==> config.mk <==
export PLATFORM = sky130hd
export DESIGN_NAME = axil_csr_master
export DESIGN_NICKNAME = d
export VERILOG_FILES = /design/src/rtl/axil_csr_master.sv
export SDC_FILE = /design/constraint.sdc
export NUM_CORES = 1
export LEC_CHECK = 0
export ABC_CLOCK_PERIOD_IN_PS = 4600
export BUFFER_PORTS_ARGS = -buffer_cell sky130_fd_sc_hd__buf_2
export CORE_MARGIN = 4
export CORE_UTILIZATION = 48
export DETAILED_ROUTE_END_ITERATION = 6
export PLACE_DENSITY_LB_ADDON = 0.15
export SLEW_MARGIN = 25
export SYNTH_ARGS = -nofsm -noshare
export SYNTH_HDL_FRONTEND = slang
export SYNTH_SLANG_ARGS = --single-unit
==> constraint.sdc <==
create_clock -name clock -period 4.6 [get_ports clock]
set_input_delay 0.23 -clock clock [delete_from_list [all_inputs] [get_ports clock]]
set_output_delay 0.23 -clock clock [all_outputs]
set_load 0.005 [all_outputs]
==> src/rtl/axil_csr_master.sv <==
// axil_csr_master: single-outstanding AXI-Lite initiator for CSR access.
// A req/resp command port is turned into one AXI-Lite write (AW+W, then B)
// or read (AR, then R). All outputs are registered. A watchdog moves the
// FSM to a terminal HUNG state when a slave stops making progress.
module axil_csr_master #(
    parameter int ADDR_WIDTH     = 12,
    parameter int DATA_WIDTH     = 32,
    parameter int TIMEOUT_CYCLES = 1024
) (
    input  logic                  clock,
    input  logic                  reset,
    // command port
    input  logic                  req_valid,
    output logic                  req_ready,
    input  logic                  req_write,
    input  logic [ADDR_WIDTH-1:0] req_addr,
    input  logic [DATA_WIDTH-1:0] req_wdata,
    input  logic [3:0]            req_wstrb,
    // completion port
    output logic                  resp_valid,
    input  logic                  resp_ready,
    output logic [DATA_WIDTH-1:0] resp_rdata,
    output logic [1:0]            resp_resp,
    output logic                  timeout,
    // AXI-Lite write address
    output logic                  axil_aw_valid,
    input  logic                  axil_aw_ready,
    output logic [ADDR_WIDTH-1:0] axil_aw_addr,
    // AXI-Lite write data
    output logic                  axil_w_valid,
    input  logic                  axil_w_ready,
    output logic [DATA_WIDTH-1:0] axil_w_data,
    output logic [3:0]            axil_w_strb,
    // AXI-Lite write response
    input  logic                  axil_b_valid,
    output logic                  axil_b_ready,
    input  logic [1:0]            axil_b_resp,
    // AXI-Lite read address
    output logic                  axil_ar_valid,
    input  logic                  axil_ar_ready,
    output logic [ADDR_WIDTH-1:0] axil_ar_addr,
    // AXI-Lite read data
    input  logic                  axil_r_valid,
    output logic                  axil_r_ready,
    input  logic [DATA_WIDTH-1:0] axil_r_data,
    input  logic [1:0]            axil_r_resp
);

    localparam logic [2:0] S_IDLE      = 3'd0;
    localparam logic [2:0] S_WR_AD     = 3'd1;
    localparam logic [2:0] S_WR_RESP   = 3'd2;
    localparam logic [2:0] S_RD_ADDR   = 3'd3;
    localparam logic [2:0] S_RD_DATA   = 3'd4;
    localparam logic [2:0] S_RESP      = 3'd5;
    localparam logic [2:0] S_HUNG      = 3'd6;

    localparam int              WD_W   = (TIMEOUT_CYCLES > 1) ? $clog2(TIMEOUT_CYCLES + 1) : 1;
    localparam logic [WD_W-1:0] WD_LIM = WD_W'(TIMEOUT_CYCLES);
    localparam bit              WD_EN  = (TIMEOUT_CYCLES != 0);

    logic [2:0]            r_state;
    logic                  r_req_ready;
    logic                  r_resp_valid;
    logic [DATA_WIDTH-1:0] r_resp_rdata;
    logic [1:0]            r_resp_resp;
    logic                  r_timeout;
    logic                  r_aw_valid;
    logic [ADDR_WIDTH-1:0] r_aw_addr;
    logic                  r_w_valid;
    logic [DATA_WIDTH-1:0] r_w_data;
    logic [3:0]            r_w_strb;
    logic                  r_b_ready;
    logic                  r_ar_valid;
    logic [ADDR_WIDTH-1:0] r_ar_addr;
    logic                  r_r_ready;
    logic [WD_W-1:0]       r_wdog;

    logic            w_aw_hs, w_w_hs, w_b_hs, w_ar_hs, w_r_hs, w_any_hs;
    logic            w_waiting;
    logic [WD_W-1:0] w_wd_inc;
    logic            w_wd_hit;

    assign w_aw_hs  = r_aw_valid & axil_aw_ready;
    assign w_w_hs   = r_w_valid  & axil_w_ready;
    assign w_b_hs   = r_b_ready  & axil_b_valid;
    assign w_ar_hs  = r_ar_valid & axil_ar_ready;
    assign w_r_hs   = r_r_ready  & axil_r_valid;
    assign w_any_hs = w_aw_hs | w_w_hs | w_b_hs | w_ar_hs | w_r_hs;

    // Only the states that wait on the slave are watched; IDLE/RESP wait on us.
    assign w_waiting = (r_state == S_WR_AD) || (r_state == S_WR_RESP) ||
                       (r_state == S_RD_ADDR) || (r_state == S_RD_DATA);
    assign w_wd_inc  = r_wdog + 1'b1;
    assign w_wd_hit  = WD_EN && w_waiting && !w_any_hs && (w_wd_inc == WD_LIM);

    // Watchdog: every state entry out of a waiting state coincides with a
    // handshake, so clearing on handshakes and outside waiting states is
    // equivalent to clearing on entry.
    always_ff @(posedge clock or posedge reset) begin
        if (reset)
            r_wdog <= '0;
        else if (!w_waiting || w_any_hs)
            r_wdog <= '0;
        else
            r_wdog <= w_wd_inc;
    end

    // Transaction FSM and all registered outputs.
    always_ff @(posedge clock or posedge reset) begin
        if (reset) begin
            r_state      <= S_IDLE;
            r_req_ready  <= 1'b0;
            r_resp_valid <= 1'b0;
            r_resp_rdata <= '0;
            r_resp_resp  <= 2'b00;
            r_timeout    <= 1'b0;
            r_aw_valid   <= 1'b0;
            r_aw_addr    <= '0;
            r_w_valid    <= 1'b0;
            r_w_data     <= '0;
            r_w_strb     <= 4'h0;
            r_b_ready    <= 1'b0;
            r_ar_valid   <= 1'b0;
            r_ar_addr    <= '0;
            r_r_ready    <= 1'b0;
        end else begin
            case (r_state)
                S_IDLE: begin
                    r_req_ready <= 1'b1;
                    if (req_valid && r_req_ready) begin
                        r_req_ready <= 1'b0;
                        if (req_write) begin
                            r_aw_addr  <= req_addr;
                            r_w_data   <= req_wdata;
                            r_w_strb   <= req_wstrb;
                            r_aw_valid <= 1'b1;
                            r_w_valid  <= 1'b1;
                            r_state    <= S_WR_AD;
                        end else begin
                            r_ar_addr  <= req_addr;
                            r_ar_valid <= 1'b1;
                            r_state    <= S_RD_ADDR;
                        end
                    end
                end
                S_WR_AD: begin
                    // AW and W retire independently; a channel counts as done
                    // once its valid has dropped or it handshakes right now.
                    if (w_aw_hs) r_aw_valid <= 1'b0;
                    if (w_w_hs)  r_w_valid  <= 1'b0;
                    if ((!r_aw_valid || w_aw_hs) && (!r_w_valid || w_w_hs)) begin
                        r_b_ready <= 1'b1;
                        r_state   <= S_WR_RESP;
                    end else if (w_wd_hit) begin
                        r_timeout <= 1'b1;
                        r_state   <= S_HUNG;
                    end
                end
                S_WR_RESP: begin
                    if (w_b_hs) begin
                        r_b_ready    <= 1'b0;
                        r_resp_resp  <= axil_b_resp;
                        r_resp_rdata <= '0;
                        r_resp_valid <= 1'b1;
                        r_state      <= S_RESP;
                    end else if (w_wd_hit) begin
                        r_timeout <= 1'b1;
                        r_state   <= S_HUNG;
                    end
                end
                S_RD_ADDR: begin
                    if (w_ar_hs) begin
                        r_ar_valid <= 1'b0;
                        r_r_ready  <= 1'b1;
                        r_state    <= S_RD_DATA;
                    end else if (w_wd_hit) begin
                        r_timeout <= 1'b1;
                        r_state   <= S_HUNG;
                    end
                end
                S_RD_DATA: begin
                    if (w_r_hs) begin
                        r_r_ready    <= 1'b0;
                        r_resp_rdata <= axil_r_data;
                        r_resp_resp  <= axil_r_resp;
                        r_resp_valid <= 1'b1;
                        r_state      <= S_RESP;
                    end else if (w_wd_hit) begin
                        r_timeout <= 1'b1;
                        r_state   <= S_HUNG;
                    end
                end
                S_RESP: begin
                    if (resp_ready) begin
                        r_resp_valid <= 1'b0;
                        r_req_ready  <= 1'b1;
                        r_state      <= S_IDLE;
                    end
                end
                S_HUNG: begin
                    // Outstanding valids/readies stay up; a late handshake
                    // retires that channel so it is never presented twice.
                    if (w_aw_hs) r_aw_valid <= 1'b0;
                    if (w_w_hs)  r_w_valid  <= 1'b0;
                    if (w_b_hs)  r_b_ready  <= 1'b0;
                    if (w_ar_hs) r_ar_valid <= 1'b0;
                    if (w_r_hs)  r_r_ready  <= 1'b0;
                end
                default: r_state <= S_IDLE;
            endcase
        end
    end

    assign req_ready     = r_req_ready;
    assign resp_valid    = r_resp_valid;
    assign resp_rdata    = r_resp_rdata;
    assign resp_resp     = r_resp_resp;
    assign timeout       = r_timeout;
    assign axil_aw_valid = r_aw_valid;
    assign axil_aw_addr  = r_aw_addr;
    assign axil_w_valid  = r_w_valid;
    assign axil_w_data   = r_w_data;
    assign axil_w_strb   = r_w_strb;
    assign axil_b_ready  = r_b_ready;
    assign axil_ar_valid = r_ar_valid;
    assign axil_ar_addr  = r_ar_addr;
    assign axil_r_ready  = r_r_ready;

endmodule
==> results by group <==
Placement
  • Dpl hpwl: approximately 8.9 mm
  • Gpl congestion: ~0.8
  • Port bufs: 195
  • Dpl cells: around 740

Timing
  • Tightest Pin Transition: 0.784 ns
  • Pins Over Slew Limit: 0
  • Min Tclk post-route: 2.55 ns
  • Max Clk Rate: 392 MHz
  • Final setup fails: 0
  • Final period util: a little under three fifths
  • Worst Hold Slack: between 0.015 and 0.02 ns
  • Final TNS setup: 0 ns
  • Slew HR: approximately 48%
  • Final Hold Vio Count: 0
  • RSZ-0062 raised after global routing: false
  • Clk_skew: 0.0122 ns

Global route
  • Total gr overflow: 0
  • Largest net degree at the start of global routing: 91
  • GRT Overall Usage: about a quarter
  • Vias in the first global route: approximately 4600
  • Initial antenna violation count: 2
  • Global-route wire length before repair: between 20 and 25 mm

Cells and area
  • Share of cells above drive strength 1: a little over two fifths
  • Ant. Diodes: 0
  • Fillers: ~630
  • Layout Nets: approximately 800
  • Post-Layout Cell Count: between 800 and 900
  • Area grow syn2layout: 51.5%

Floorplan
  • Initial core utilization: about half
  • Die area: 11900 um2
  • Core Rows: 36
  • DIE HEIGHT: roughly 110 um
  • Core Footprint: between 9000 and 10000 um2
  • # IOs: about 200
  • Die width: 109 um

Power and ir drop
  • PD cells: roughly 600 nW/um2
  • Pleak: 0.00365 uW
  • Worst IR Drop VDD: ~0.00042 V

Clock network
  • Clock sink total: ~120
  • Buffer count from post-CTS setup fixing: 0
  • CTS tree: yes
  • Clk pin slew, worst setup/hold paths: approximately 0.060 ns
  • Clock H-tree levels: 4
  • Clock root buffer: clkbuf_8
  • Clock tree buffer depth: 2
  • Clock latency on the worst-skew pair: 0.51 ns
  • Total CTS buffers: 17
  • Post-cts sizing count: 0
  • Post-CTS Hold Fix Bufs: 82

Yosys
  • Synthesized cell area: around 4900 um2
  • Post-synth ARST share: 100%
  • Synthesized area per cell: ~11 um2
  • Syn. warnings: 0
  • Post-Synthesis Cells: between 400 and 500
  • Count leader, synth: dfrtp_1
  • Top-area cell type share of the netlist area: 59.0%
  • Syn_nets: about 530
  • EDFF count, synth: 0
  • Commonest cells in the synthesized netlist: 116 x dfrtp_1, 81 x nand2_1, 60 x mux2_2
  • Main flop type after synthesis: dfrtp_1
  • Number of synthesized register bits: approximately 120
  • Synth cell types: 48
  • Synth area leader: dfrtp_1
  • Register area share after synthesis: between 50 and 60%
  • Top post-synthesis cells by area: dfrtp_1 59%, mux2_2 14%, nand2_1 6.2%, o21ai_0 4.2%, a21oi_1 1.4%

Worst setup path
  • Worst Path Required: 5.00 ns
  • Arr. time, crit path: 2.94 ns
  • Crit-path slowest cell: dfrtp_1
  • Critical path class: reg2reg
  • Worst setup EP type: register
  • Slowest stage delay, CP: just under 0.8 ns
  • WP buf/inv: 0
  • Critical-path cell list: nor3_1 -> nand4b_1 -> a2111oi_4 -> nand4_1 -> a22o_1
  • CP max FO: 23
  • Delay-heaviest family, CP: simple AND/OR/NAND/NOR gates
  • Setup crit start kind: register

Detailed routing
  • Post-route DRC: 0
  • Final ANT Viol Nets: 0
  • Initial DRC Count: between 200 and 250
  • Via count: 4358
  • First-pass DRT Iterations: 5
  • Drt via density: approximately 5.1
  • WL per Instance: between 15 and 20 um
  • Total Wirelength: approximately 14 mm

Min path
  • Hold Path Class: in2reg

Run
  • Max-Cap Viols: 0

Status
  • Status: finished, final reports clean
cells in the final DEF, fill, tap and decap left out, types with 2 or more instances in the layout:
| cell | instances |
|---|---|
| buf_2 | 195 |
| dfrtp_1 | 116 |
| dlygate4sd3_1 | 82 |
| nand2_1 | 81 |
| mux2_2 | 60 |
| o21ai_0 | 41 |
| nor2_1 | 17 |
| clkbuf_16 | 16 |
| a21oi_1 | 14 |
| nand3_1 | 8 |
| xnor2_1 | 6 |
| bufinv_16 | 5 |
| nand4_1 | 4 |
| inv_1 | 4 |
| o21a_1 | 4 |
| nor2b_1 | 3 |
| xor2_1 | 3 |
| clkbuf_8 | 3 |
| clkbuf_1 | 3 |
| buf_4 | 3 |
| nor3_1 | 2 |
| or2_2 | 2 |
| a21bo_2 | 2 |
| nor4_1 | 2 |
| a31o_2 | 2 |
| and3_1 | 2 |
| a311oi_1 | 2 |
| mux2i_1 | 2 |
| a31oi_1 | 2 |
| ha_1 | 2 |
| clkinv_2 | 2 |
final timing paths:
kind	to	slack, ns	start	cells after the start
setup / recovery	r_state[0]	2.05	r_state[0]	5
hold / removal	axil_aw_valid	0.02	axil_aw_ready	3
setup reg to reg	r_state[0]	2.05	r_state[0]	5
hold reg to reg	resp_rdata[24]	0.48	resp_rdata[24]	2
max in group asynchronous	resp_rdata[8]	3.28	reset	4
min in group asynchronous	resp_rdata[1]	0.43	reset	3
metal layers:
metal / GRT usage (%) / routed length, um / up-vias
li1: - / - / 2048
met5: 0 / 14 / -
met3: 9.12 / 1170 / 31
met4: 10.2 / 312 / 4
met1: 29.2 / 5520 / 2085
met2: 43.3 / 7380 / 190
cell type report:
| type | count | area (um2) | share of cell area, % |
|---|---|---|---|
| clock inverters | 9 | 176 | 2.37 |
| multi-input cells | 285 | 1910 | 25.6 |
| well taps | 133 | 166 | 2.23 |
| flip-flops and latches | 116 | 2900 | 39.0 |
| clock buffers | 22 | 453 | 6.08 |
| inverters | 5 | 23.8 | 0.319 |
| repair buffers | 280 | 1820 | 24.4 |
flip-flops by register name, summed over array words and instances, names as in the netlist:
name and count:
req_ready 1, axil_w_data 32, axil_w_valid 1, axil_aw_addr 12, axil_w_strb 4, resp_valid 1
axil_r_ready 1, resp_resp 2, r_state 3, timeout 1, axil_aw_valid 1, r_wdog 11
axil_b_ready 1, axil_ar_valid 1, resp_rdata 32, axil_ar_addr 12
kinds of logic after synthesis:
group | after synthesis | share of synthesized area (%)
compound gates | 83 | 10.7
xor+xnor | 9 | 1.60
fa+ha+maj | 2 | 0.509
buf+inv | 31 | 2.47
flops | 116 | 59.0
mux | 62 | 14.1
simple gates | 129 | 11.5
stage by stage:
step / area, um2 / utilization, % / power (uW) / setup WS [ns]
after detailed placement: 5990 / 60.7 / 3000 / 1.98
after floorplan: 4920 / - / 2370 / 1.30
final: 7450 / 75.5 / 4490 / 2.05
after CTS: 7440 / 75.4 / 4480 / 1.96
after global placement: 5990 / 60.7 / 2930 / 2.11
after global routing: 7450 / 75.5 / 4770 / 1.85
tightest hold or removal path, stage by stage:
cell	delay [ns]
buf_2	0.11
a21bo_2	0.12
nand2_1	0.04
power by group:
| part | switching, uW | internal [uW] | total (uW) |
|---|---|---|---|
| Combinational | 648 | 720 | 1370 |
| Sequential | 283 | 1420 | 1700 |
| Clock | 456 | 959 | 1410 |
| Total | 1390 | 3100 | 4490 |
Note: power is estimated with default switching activity, not from simulation.
